[src/rtl/reg_alu_exec_pkg.sv]
// Shared definitions for the register-file execution stage:
// ALU operation codes, FSM state encoding and default widths.
package reg_alu_exec_pkg;

  localparam int DW_DEF = 32;
  localparam int AW_DEF = 5;

  localparam logic [2:0] OP_AND = 3'b000;
  localparam logic [2:0] OP_OR  = 3'b001;
  localparam logic [2:0] OP_XOR = 3'b010;
  localparam logic [2:0] OP_NOR = 3'b011;
  localparam logic [2:0] OP_ADD = 3'b100;
  localparam logic [2:0] OP_SUB = 3'b101;
  localparam logic [2:0] OP_SLT = 3'b110;
  localparam logic [2:0] OP_SLL = 3'b111;

  typedef enum logic [1:0] {
    S_IDLE = 2'b00,
    S_READ = 2'b01,
    S_EXEC = 2'b10,
    S_WB   = 2'b11
  } state_t;

endpackage

[src/rtl/reg_alu_exec_alu32.sv]
// alu32: combinational ALU. Ports: A_i, B_i, op_i in;
// result_o, zf_o (result==0), of_o (signed ADD/SUB overflow) out.
module alu32
  import reg_alu_exec_pkg::*;
#(
  parameter int DW = DW_DEF
) (
  input  logic [DW-1:0] A_i,
  input  logic [DW-1:0] B_i,
  input  logic [2:0]    op_i,
  output logic [DW-1:0] result_o,
  output logic          zf_o,
  output logic          of_o
);

  logic [DW-1:0] sum;
  logic [DW-1:0] diff;
  logic          lt;

  assign sum  = A_i + B_i;
  assign diff = A_i - B_i;
  assign lt   = $signed(A_i) < $signed(B_i);

  always_comb begin
    result_o = '0;
    of_o     = 1'b0;
    case (op_i)
      OP_AND: result_o = A_i & B_i;
      OP_OR:  result_o = A_i | B_i;
      OP_XOR: result_o = A_i ^ B_i;
      OP_NOR: result_o = ~(A_i | B_i);
      OP_ADD: begin
        result_o = sum;
        of_o = (A_i[DW-1] == B_i[DW-1])
            && (sum[DW-1] != A_i[DW-1]);
      end
      OP_SUB: begin
        result_o = diff;
        of_o = (A_i[DW-1] != B_i[DW-1])
            && (diff[DW-1] != A_i[DW-1]);
      end
      OP_SLT: result_o = {{(DW-1){1'b0}}, lt};
      OP_SLL: result_o = B_i << A_i[4:0];
      default: result_o = '0;
    endcase
  end

  assign zf_o = (result_o == '0);

endmodule

[src/rtl/reg_alu_exec.sv]
// reg_alu_exec: IDLE->READ->EXEC->WB stage around a register file.
// In: Clk, Reset, Start, Rs/Rt/Rd_Addr, ALU_OP, R_Data_A/B.
// Out: R_Addr_A/B, W_Addr, W_Data, Write_Reg, Busy, Done,
// Result, ZF, OF.
module reg_alu_exec
  import reg_alu_exec_pkg::*;
#(
  parameter int DW = DW_DEF,
  parameter int AW = AW_DEF
) (
  input  logic          Clk,
  input  logic          Reset,
  input  logic          Start,
  input  logic [AW-1:0] Rs_Addr,
  input  logic [AW-1:0] Rt_Addr,
  input  logic [AW-1:0] Rd_Addr,
  input  logic [2:0]    ALU_OP,
  output logic [AW-1:0] R_Addr_A,
  output logic [AW-1:0] R_Addr_B,
  input  logic [DW-1:0] R_Data_A,
  input  logic [DW-1:0] R_Data_B,
  output logic [AW-1:0] W_Addr,
  output logic [DW-1:0] W_Data,
  output logic          Write_Reg,
  output logic          Busy,
  output logic          Done,
  output logic [DW-1:0] Result,
  output logic          ZF,
  output logic          OF
);

  state_t        state_q;
  logic [AW-1:0] ra_q, rb_q, wa_q;
  logic [2:0]    op_q;
  logic [DW-1:0] a_q, b_q, wd_q, res_q;
  logic          zf_q, of_q, done_q;

  logic [DW-1:0] alu_res;
  logic          alu_zf, alu_of;

  alu32 #(.DW(DW)) u_alu (
    .A_i      (a_q),
    .B_i      (b_q),
    .op_i     (op_q),
    .result_o (alu_res),
    .zf_o     (alu_zf),
    .of_o     (alu_of)
  );

  always_ff @(posedge Clk or posedge Reset) begin
    if (Reset) begin
      state_q <= S_IDLE;
      ra_q    <= '0;
      rb_q    <= '0;
      wa_q    <= '0;
      op_q    <= '0;
      a_q     <= '0;
      b_q     <= '0;
      wd_q    <= '0;
      res_q   <= '0;
      zf_q    <= 1'b0;
      of_q    <= 1'b0;
      done_q  <= 1'b0;
    end else begin
      done_q <= 1'b0;
      unique case (state_q)
        S_IDLE: begin
          if (Start) begin
            ra_q    <= Rs_Addr;
            rb_q    <= Rt_Addr;
            wa_q    <= Rd_Addr;
            op_q    <= ALU_OP;
            state_q <= S_READ;
          end
        end
        S_READ: begin
          a_q     <= R_Data_A;
          b_q     <= R_Data_B;
          state_q <= S_EXEC;
        end
        S_EXEC: begin
          res_q   <= alu_res;
          zf_q    <= alu_zf;
          of_q    <= alu_of;
          wd_q    <= alu_res;
          state_q <= S_WB;
        end
        S_WB: begin
          done_q  <= 1'b1;
          state_q <= S_IDLE;
        end
        default: state_q <= S_IDLE;
      endcase
    end
  end

  // Decoded from state so an async reset kills a pending write at once;
  // R0 is never written.
  assign Write_Reg = (state_q == S_WB) && (wa_q != '0);
  assign Busy      = (state_q != S_IDLE);

  assign R_Addr_A = ra_q;
  assign R_Addr_B = rb_q;
  assign W_Addr   = wa_q;
  assign W_Data   = wd_q;
  assign Done     = done_q;
  assign Result   = res_q;
  assign ZF       = zf_q;
  assign OF       = of_q;

endmodule

[config.mk]
export PLATFORM = sky130hd
export DESIGN_NAME = reg_alu_exec
export DESIGN_NICKNAME = d
export VERILOG_FILES = /design/src/rtl/reg_alu_exec_pkg.sv /design/src/rtl/reg_alu_exec_alu32.sv /design/src/rtl/reg_alu_exec.sv
export SDC_FILE = /design/constraint.sdc
export NUM_CORES = 1
export LEC_CHECK = 0
export BUFFER_PORTS_ARGS = -buffer_cell sky130_fd_sc_hd__buf_2
export CAP_MARGIN = 20
export CORE_MARGIN = 3
export CORE_UTILIZATION = 31
export DETAILED_ROUTE_END_ITERATION = 7
export PLACE_DENSITY = 0.56
export SETUP_SLACK_MARGIN = 0.1
export SYNTH_ARGS = -nofsm -noshare
export SYNTH_HDL_FRONTEND = slang
export SYNTH_SLANG_ARGS = --single-unit
[constraint.sdc]
create_clock -name Clk -period 11.5 [get_ports Clk]
set_clock_uncertainty 0.2 [all_clocks]
set_input_delay 1.15 -clock Clk [delete_from_list [all_inputs] [get_ports Clk]]
set_output_delay 1.15 -clock Clk [all_outputs]
set_load 0.01 [all_outputs]
## After elaboration in Yosys (flattened, before gate mapping)

Index checks and enable logic that the tools add are counted.

| word-level totals | value |
|---|---|
| bits in registers | 119 |
| bits in latches | 0 |
| RAM bits | 0 |
| bits in read-only memories | 0 |
| output and inout port bits | 84 |
| word-level logic and storage cells | 48 |
| memories kept | 0 |

| operators by class | value |
|---|---|
| add/subtract/negate cells | 2 |
| $mul | 0 |
| div/mod/pow operators | 0 |
| magnitude comparators | 1 |
| equality and inequality tests | 15 |
| shift-type cells | 1 |
| multiplexer cells | 5 |
| bitwise gates (word level) | 4 |
| reduce and logical (&&, ||, !) cells | 9 |

Operator list:

| kind | count |
|---|---|
| one-hot mux 32 bit (8 select lines) | 1 |
| adder 32 bit | 1 |
| bitwise AND 32 bit | 1 |
| logical NOT 32 bit | 1 |
| less-than comparator 32 bit | 1 |
| inverter 32 bit | 1 |
| OR 32 bit | 1 |
| left shift 32 x 5 -> 32 bit | 1 |
| subtractor 32 bit | 1 |
| bitwise XOR 32 bit | 1 |
| == test 3 bit (second input constant) | 4 |
| one-hot mux 2 bit (4 select lines) | 1 |
| == test 3 x 2 -> 1 bit (second input constant) | 2 |
| nonzero test 5 bit | 1 |
| == test 2 bit (second input constant) | 2 |
| == test 3 x 1 -> 1 bit (second input constant) | 1 |
| logical AND 1 bit | 3 |
| logical NOT 3 bit | 1 |
| != test 1 bit | 3 |
| == test 2 x 1 -> 1 bit (second input constant) | 1 |
| logical NOT 2 bit | 1 |
| 2-to-1 mux 2 bit | 1 |
| != test 2 bit (second input constant) | 1 |
| one-hot mux 1 bit (2 select lines) | 1 |
| 4 further kinds | 4 |

## Longest topological paths before layout

Gate-level depths: netlist of the first run.

| logic depth | value |
|---|---|
| word-level depth | 4 |
| gate-level depth with buffers | 19 |

## Cells and area by module

From an unflattened synthesis of the first run, not the netlist that was laid out.

| second synthesis, totals | value |
|---|---|
| cell total of the unflattened synthesis | 1481 |
| area, all modules | 13097.6 um^2 |

By module, submodules not included:

| module | instances | cells each | area an instance (um^2) | sequential area each (um^2) |
|---|---|---|---|---|
| alu32 | 1 | 1188 | 8331.7 | 0.0 |
| reg_alu_exec | 1 | 293 | 4765.8 | 2977.9 |

## Worst setup path after synthesis of the first run

No wires, ideal clock.

| timing path | value |
|---|---|
| path kind | reg-to-reg |
| start point | register a_q[2] |
| end point | register zf_q (netlist: ZF) |
| library setup time | 0.104 ns |
| data arrival time | 4.280 ns |
| required time | 11.196 ns |
| path slack | 6.917 ns |
| cell stages (with the launch flop) | 19 |
| buffers on the path | 5 |
| cell sequence | dfrtp_1 -> clkbuf_1 -> inv_1 -> buf_1 -> buf_2 -> buf_1 -> ha_1 -> buf_2 -> nor2b_1 -> o21bai_1 -> a211o_1 -> o2111a_1 -> nor4_1 -> a211oi_1 -> a2111oi_0 -> a21oi_1 -> a2111oi_2 -> nand4b_1 -> o41ai_2 |

| on the way | value |
|---|---|
| word-level cells in the longest chain between the ends | 4 |
| elaborated cells between the ends (all ways) | 10 |
| those cells by class | 2 x add/sub; 1 x order compare; 1 x shift; 1 x mux; 4 x bitwise; 1 x reduce/logical |

Ends and longest elaborated chain:

| item | RTL line | text |
|---|---|---|
| start, declared | reg_alu_exec.sv:35 | `logic [DW-1:0] a_q, b_q, wd_q, res_q;` |
| start signal, assigned | reg_alu_exec.sv:77 | `a_q <= R_Data_A;` |
| branches (longest 2 deep; another with subtractor 32 bit) | -- |  |
| one-hot mux 32 bit (8 select lines) * | reg_alu_exec_alu32.sv:27 | `case (op_i)` |
| logical NOT 32 bit * | reg_alu_exec_alu32.sv:48 | `assign zf_o = (result_o == '0);` |
| end signal, assigned | reg_alu_exec.sv:83 | `zf_q <= alu_zf;` |
| end, declared | reg_alu_exec.sv:36 | `logic zf_q, of_q, done_q;` |

Mark *: on every way between the ends.
A chain may end at the register's enable or synchronous reset.

## Final worst setup path of the first run

| timing path | value |
|---|---|
| start point | register a_q[0] |
| end point | register zf_q (netlist: ZF) |

The elaborated chain is that of the path after synthesis.

==> results of run 1 <==
## cells by family after synthesis
kind of cell / count (synthesis) / synth area share [%]
buffers and inverters: 251 / 8.99
adder cells (fa/ha/maj): 107 / 10.5
AND/OR/NAND/NOR: 427 / 15.7
XOR/XNOR: 43 / 2.93
flip-flops: 119 / 23.2
AO/OA/AOI/OAI: 480 / 25.3
multiplexers: 118 / 13.4
## worst reg2reg max path: stages (launching register included)
cell       delay (ns)
dfrtp_2          0.34
buf_4            0.61
inv_1            0.21
ha_1             0.33
o21bai_1         0.22
nand3_1          0.24
a2111oi_0        0.87
buf_4            0.25
o31ai_1          0.09
a31oi_1          0.35
nor3_1           0.14
o22ai_1          0.20
mux2_2           0.36
a21oi_1          0.23
o2bb2ai_1        0.16
o41ai_2          0.32
## cell usage after synthesis, types with 18 or more instances
cell        n  area share [%]
nand2_1   142             4.1
mux2i_1    33             2.6
clkbuf_1   79             2.3
xor2_1     18             1.2
a221oi_1   27             1.8
o211ai_1   21             1.2
mux4_2     24             4.2
o21ai_0   129             5.0
xnor2_1    25             1.7
dfrtp_1   119              23
mux2_2     49             4.3
a21oi_1    99             3.9
buf_4      33             1.9
nor3_1     31             1.2
ha_1      105              10
nor2_1    104             3.0
nand3_1    29             1.1
inv_1     105             3.1
## sequential cells by signal (all words and copies together), names as in the netlist
register	count
OF	1
b_q	32
W_Addr	5
R_Addr_B	5
R_Addr_A	5
ZF	1
a_q	32
Done	1
op_q	3
Result	32
state_q	2
## how the worst min path moves through the flow
stage,slack (ns),to,depth (start not counted),from
6_report,0.29,ZF,2,ZF
5_1_grt,0.32,ZF,2,ZF
3_3_place_gp,0.28,ZF,2,ZF
2_1_floorplan,0.32,ZF,2,ZF
4_1_cts,0.29,ZF,2,ZF
3_5_place_dp,0.27,ZF,2,ZF
## routing by layer
metal / share of wire, % / up-vias
li1: - / 5821
met1: 46 / 6410
met2: 43 / 661
met3: 8.3 / 91
met4: 2.6 / 2
met5: 0.030 / -
## metrics by stage
step,instances,util (%)
6_report,2157,35.8
5_1_grt,2157,35.8
4_1_cts,2157,35.8
3_5_place_dp,2125,34.3
3_3_place_gp,2125,34.3
2_1_floorplan,1545,-
## final cells by class
cell class                      instances  area, µm²  area share [%]
Multi-Input combinational cell       1175       8750            60.5
Sequential cell                       119       2980            20.6
Timing Repair Buffer                  196       1050            7.27
Tap cell                              525        657            4.54
Clock buffer                           18        439            3.04
Inverter                              110        415            2.87
Clock inverter                         14        164            1.13
## placed cells by master, fill, tap and decap left out, types with 17 or more instances in the layout
cell and n:
a211oi_1 17, o211ai_1 21, ha_1 103, nand4_1 17
dfrtp_1 117, mux4_2 24, buf_4 28, a21oi_1 99
xnor2_1 25, a221oi_1 27, buf_2 168, nand2_1 142
xor2_1 18, nor3_1 31, mux2i_1 33, o221ai_1 17
o21ai_0 129, nand3_1 29, mux2_2 49, clkbuf_16 17
nor2_1 103, inv_1 104
==> impl_results.md, run 1 <==
- Number of maximum-capacitance constraint violations: 0
- Minimum period implied by the final worst setup slack: 5.21 ns
- Syn_nets: 1737
- Critical path buffers and inverters: 3
- Ports: 169
- Length of the first detailed-routing pass in iterations: 5
- Antenna fix cells: 0
- Accumulated negative setup slack: 0 ns
- Avg Synthesized Cell Area: 8.32 µm²
- Cell area after layout: 14500 µm²
- Setup repair after global routing missed its margin: no
- Warning count from the yosys run: 0
- Number of buffers on the longest clock path: 2
- Crit. End Element: register
- Main synth FF type: dfrtp_1
- Drt via density: 6.02
- Final hold viol count: 0
- Data required time at the worst endpoint: 11.69 ns
- Clock root buffer: clkbuf_16
- Worst rel slew slack: 31.9%
- Post-synth design cell area: 12900 µm²
- Number of buffers added on ports: 168
- Core Footprint: 40400 µm²
- Worst Path Arrival: 5.39 ns
- # rows: 73
- All-Layer GR Usage: 25.4%
- Post-synthesis cell type count: 83
- Status: finished, final reports clean
- Via count of the first global-routing pass: 12400
- Placement-stage worst setup slack: 6.37 ns
- Highest Clock Rate: 0.192 GHz
- Sink Count: 119
- Largest delay contributor family on the critical path: compound AO/OA/AOI/OAI gates
- Antenna viol nets, final: 0
- Worst r2r src: a_q[0]
- Dominant cell type by count on the critical path: buf_4
- Effective utilization at floorplan: 31.9%
- WL per Instance: 26.4 µm
- Number of slew-limit violations in the final report: 0
- Wire length of the first global-routing pass: 83.9 mm
- Cell-by-cell listing of the critical path: buf_4 > inv_1 > ha_1 > o21bai_1 > nand3_1 > a2111oi_0 > buf_4 > o31ai_1 > a31oi_1 > nor3_1 > o22ai_1 > mux2_2 > a21oi_1 > o2bb2ai_1 > o41ai_2
- Critical Path Stages: 15
- Post-synthesis register bit count: 119
- Met2 GRT Util: 37.9%
- Post-detailed-placement half-perimeter wirelength: 44.0 mm
- Setup repair bufs after CTS: 0
- Seq/Total Area, Yosys: 23.2%
- Die Width: 210 µm
- Fraction of final layout cells with drive strength greater than 1: 20.5%
- Global route overflow: 0
- Detailed-route DRC error count: 0
- First element of the critical path: a_q[0]
- Cell at the slowest stage of the critical path: a2111oi_0
- Setup-failing EPs final: 0
- Path depth of the worst reg2reg path: 15
- Post-synth EDFFs: 0
- Routing usage on met3: 5.58%
- Number of gates resized after cts: 0
- Post-layout net count: 1811
- Crit Path Max Fanout: 51
- Area growth syn-to-layout: 12.4%
- Die height: 210 µm
- Flop2flop setup slack: 6.29 ns
- Insertion delay of the later-clocked pin in the worst-skew pair: 0.48 ns
- Worst Hold Class: reg2reg
- Gr busiest metal: met2
- Layout fillers: 4248
- Proportion of synthesized flip-flops having asynchronous set or reset: 100%
- Clock Pin Slew Worst Setup and Hold Paths: 0.07 ns
- Cts-stage hold buffer count: 0
- Maximum number of pins on one net before global-route repair: 81
- CTS H-tree lvls: 4
- Final WS setup: 6.29 ns
- CTS buffer count: 17
- Final critical-path share of the clock period: 45.3%
- Gp weighted congestion: 0.992
- Clock tree from TritonCTS: built
- Antenna violations before repair: 1
- Routed vias: 13000
- Number of DRC violations after detailed-routing iteration 0: 1423
- Cells after synthesis: 1545
- Area post-placement: 13900 µm²
- Maximum single-stage delay on the critical path: 0.87 ns
- GRT met1 Usage: 36.5%
- DIE AREA: 44000 µm²
- Critical Path Source Type: register
- Destination of the critical timing path: ZF
- Class of the most critical setup path: reg2reg
- Fin Hold WS: 0.292 ns
- Measured slew at the worst slew-check pin: 0.995 ns
- WL final: 56.8 mm
- Capturing point of the worst reg2reg path: ZF
Power of run 1 is not shown: default switching activity piles up to over one toggle a cycle in this logic, so the estimate is an artifact.
==> run 2, diff against run 1 <==
- PLACE_DENSITY: 0.56 -> 0.58
- clock period: 11.5 -> 4.7 ns (I/O delays scaled with it)
==> run 2 against run 1 <==
Against the previous run: setup slack worse by 6.1 ns; utilization up 2.0 points; worst hold slack worse by 0.27 ns; routed wire length up 1.1%; final area up 5.7%; via count up 4.2%; highest routed layer is now met4; critical path depth down 2; fmax up 17%.
==> impl_results.md, run 2 (same netlist as run 1, synthesis figures left out) <==
- Status: finished, final reports clean (unchanged)
- Setup-failing EPs final: 0 (unchanged)
- End point of the most critical hold path: a_q[2] (was ZF)
- # rows: 73 (unchanged)
- GRT met1 Usage: 36.4% (was 36.5%)
- Area post-placement: 14500 µm² (was 13900 µm²)
- Area growth syn-to-layout: 18.8% (was 12.4%)
- Clock root buffer: clkbuf_16 (unchanged)
- WL final: 57.5 mm (was 56.8 mm)
- Storage element area: 2980 µm² (about the same)
- Data required time at the worst endpoint: 4.85 ns (was 11.69 ns)
- All-Layer GR Usage: 25.2% (was 25.4%)
- Layout fillers: 4233 (was 4248)
- Insertion delay of the later-clocked pin in the worst-skew pair: 0.46 ns (was 0.48 ns)
- Crit. End Element: register (unchanged)
- Largest delay contributor family on the critical path: compound AO/OA/AOI/OAI gates (unchanged)
- Fin Hold WS: 0.0211 ns (was 0.292 ns)
- Final hold viol count: 0 (unchanged)
- Cell count after placement: 2202 (was 2125)
- Routed vias: 13500 (was 13000)
- Clock Pin Slew Worst Setup and Hold Paths: 0.07 ns (about the same)
- Clock tree from TritonCTS: built (unchanged)
- Sink Count: 119 (unchanged)
- Maximum single-stage delay on the critical path: 0.57 ns (was 0.87 ns)
- Area of combinational cells with multiple inputs: 8880 µm² (was 8750 µm²)
- Die Width: 210 µm (unchanged)
- Critical Path Source Type: register (unchanged)
- Setup repair after global routing missed its margin: no (unchanged)
- Highest Clock Rate: 0.224 GHz (was 0.192 GHz)
- Setup repair bufs after CTS: 0 (unchanged)
- Cell-by-cell listing of the critical path: inv_1 > ha_2 > inv_1 > a21oi_1 > o211ai_1 > o31ai_1 > a31oi_1 > nor3_1 > o22ai_1 > mux2_2 > a21oi_1 > o2bb2ai_1 > o41ai_2 (was buf_4 > inv_1 > ha_1 > o21bai_1 > nand3_1 > a2111oi_0 > buf_4 > o31ai_1 > a31oi_1 > nor3_1 > o22ai_1 > mux2_2 > a21oi_1 > o2bb2ai_1 > o41ai_2)
- Cell at the slowest stage of the critical path: dfrtp_1 (was a2111oi_0)
- Worst Hold Class: in2reg (was reg2reg)
- Measured slew at the worst slew-check pin: 1.00 ns (was 0.995 ns)
- Ports: 169 (unchanged)
- Filler-free cell count of the finished design: 2240 (was 2157)
- Min-Delay Startpoint: R_Data_A[2] (was ZF)
- Antenna fix cells: 0 (unchanged)
- Routing usage on met3: 5.49% (was 5.58%)
- Crit Path Max Fanout: 8 (was 51)
- Antenna viol nets, final: 0 (unchanged)
- CTS H-tree lvls: 4 (unchanged)
- Post-detailed-placement half-perimeter wirelength: 44.8 mm (was 44.0 mm)
- Worst r2r src: b_q[14] (was a_q[0])
- Number of buffers on the longest clock path: 2 (unchanged)
- Gr busiest metal: met2 (unchanged)
- Worst rel slew slack: 32.7% (was 31.9%)
- Hold path depth: 3 (was 2)
- Fraction of final layout cells with drive strength greater than 1: 25.4% (was 20.5%)
- Capturing point of the worst reg2reg path: ZF (unchanged)
- Number of DRC violations after detailed-routing iteration 0: 1572 (was 1423)
- Path depth of the worst reg2reg path: 13 (was 15)
- Minimum period implied by the final worst setup slack: 4.47 ns (was 5.21 ns)
- Met2 GRT Util: 37.6% (was 37.9%)
- Number of slew-limit violations in the final report: 0 (unchanged)
- Die height: 210 µm (unchanged)
- Post-layout net count: 1894 (was 1811)
- DIE AREA: 44000 µm² (unchanged)
- WL per Instance: 25.7 µm (was 26.4 µm)
- Drt via density: 6.04 (was 6.02)
- Length of the first detailed-routing pass in iterations: 6 (was 5)
- Number of buffers added on ports: 168 (unchanged)
- Via count of the first global-routing pass: 12800 (was 12400)
- Effective utilization at floorplan: 31.9% (unchanged)
- Most common cell after layout, fill and taps aside: buf_2 (unchanged)
- CTS buffer count: 17 (unchanged)
- Detailed-route DRC error count: 0 (unchanged)
- Global route overflow: 0 (unchanged)
- Number of maximum-capacitance constraint violations: 0 (unchanged)
- Cell area after layout: 15300 µm² (was 14500 µm²)
- Antenna violations before repair: 0 (was 1)
- Class of the most critical setup path: reg2reg (unchanged)
- Core Footprint: 40400 µm² (unchanged)
- Maximum number of pins on one net before global-route repair: 71 (was 81)
- Wire length of the first global-routing pass: 83.7 mm (was 83.9 mm)
- Critical path buffers and inverters: 2 (was 3)
- Gp weighted congestion: 1.02 (was 0.992)
- Final critical-path share of the clock period: 95.0% (was 45.3%)
- Worst Path Arrival: 4.61 ns (was 5.39 ns)
- Flop2flop setup slack: 0.23 ns (was 6.29 ns)
- Leading cell types in the layout, fill and taps excluded: 168 x buf_2, 142 x nand2_1, 128 x o21ai_0, 114 x dfrtp_1 (was 168 x buf_2, 142 x nand2_1, 129 x o21ai_0, 117 x dfrtp_1, 104 x inv_1)
==> run 2: final cells by class <==
cell class                 count  share of cell area (%)
clock inverter                15                    1.11
timing repair buffer         279                    11.5
sequential                   119                    19.5
tap                          525                    4.30
clock buffer                  17                    2.78
multi-input combinational   1175                    58.1
inverter                     110                    2.72
==> run 2: tightest hold or removal path: stages <==
cell and delay (ns):
buf_2 0.07, nand2_1 0.04, o21ai_0 0.06
==> run 2: stage by stage <==
stage                     setup TNS [ns]  utilization (%)  worst slack [ns]
after floorplan                        0                -             0.117
after global placement            -0.323             35.9            -0.183
after detailed placement          -0.213             35.9            -0.120
after CTS                              0             37.5             0.148
after global routing                   0             37.8             0.109
final                                  0             37.8             0.235
==> run 2: repair_timing <==
action / CTS / global route
hold endpoints to repair: 29 / 0
pin swaps: 0 / 1
endpoints found under the setup margin: 3 / 3
resized for setup: 4 / 35
hold buffers: 6 / 0
==> run 2: worst max path at each step <==
stage          endpoint  slack (ns)     from  cells after the start
6_report             ZF        0.23  b_q[14]                     13
5_1_grt              ZF        0.11   b_q[7]                     14
4_1_cts              ZF        0.15  b_q[12]                     14
3_5_place_dp         ZF       -0.12   b_q[1]                     14
3_3_place_gp         ZF       -0.18   b_q[1]                     14
2_1_floorplan        ZF        0.12   a_q[2]                     18
==> run 2: metal layers <==
metal / wire, µm / vias to the layer above
li1: - / 5988
met1: 25500 / 6588
met2: 24700 / 830
met3: 5610 / 124
met4: 1660 / 0
met5: 0 / -
Power of run 2 is left out for the same reason.
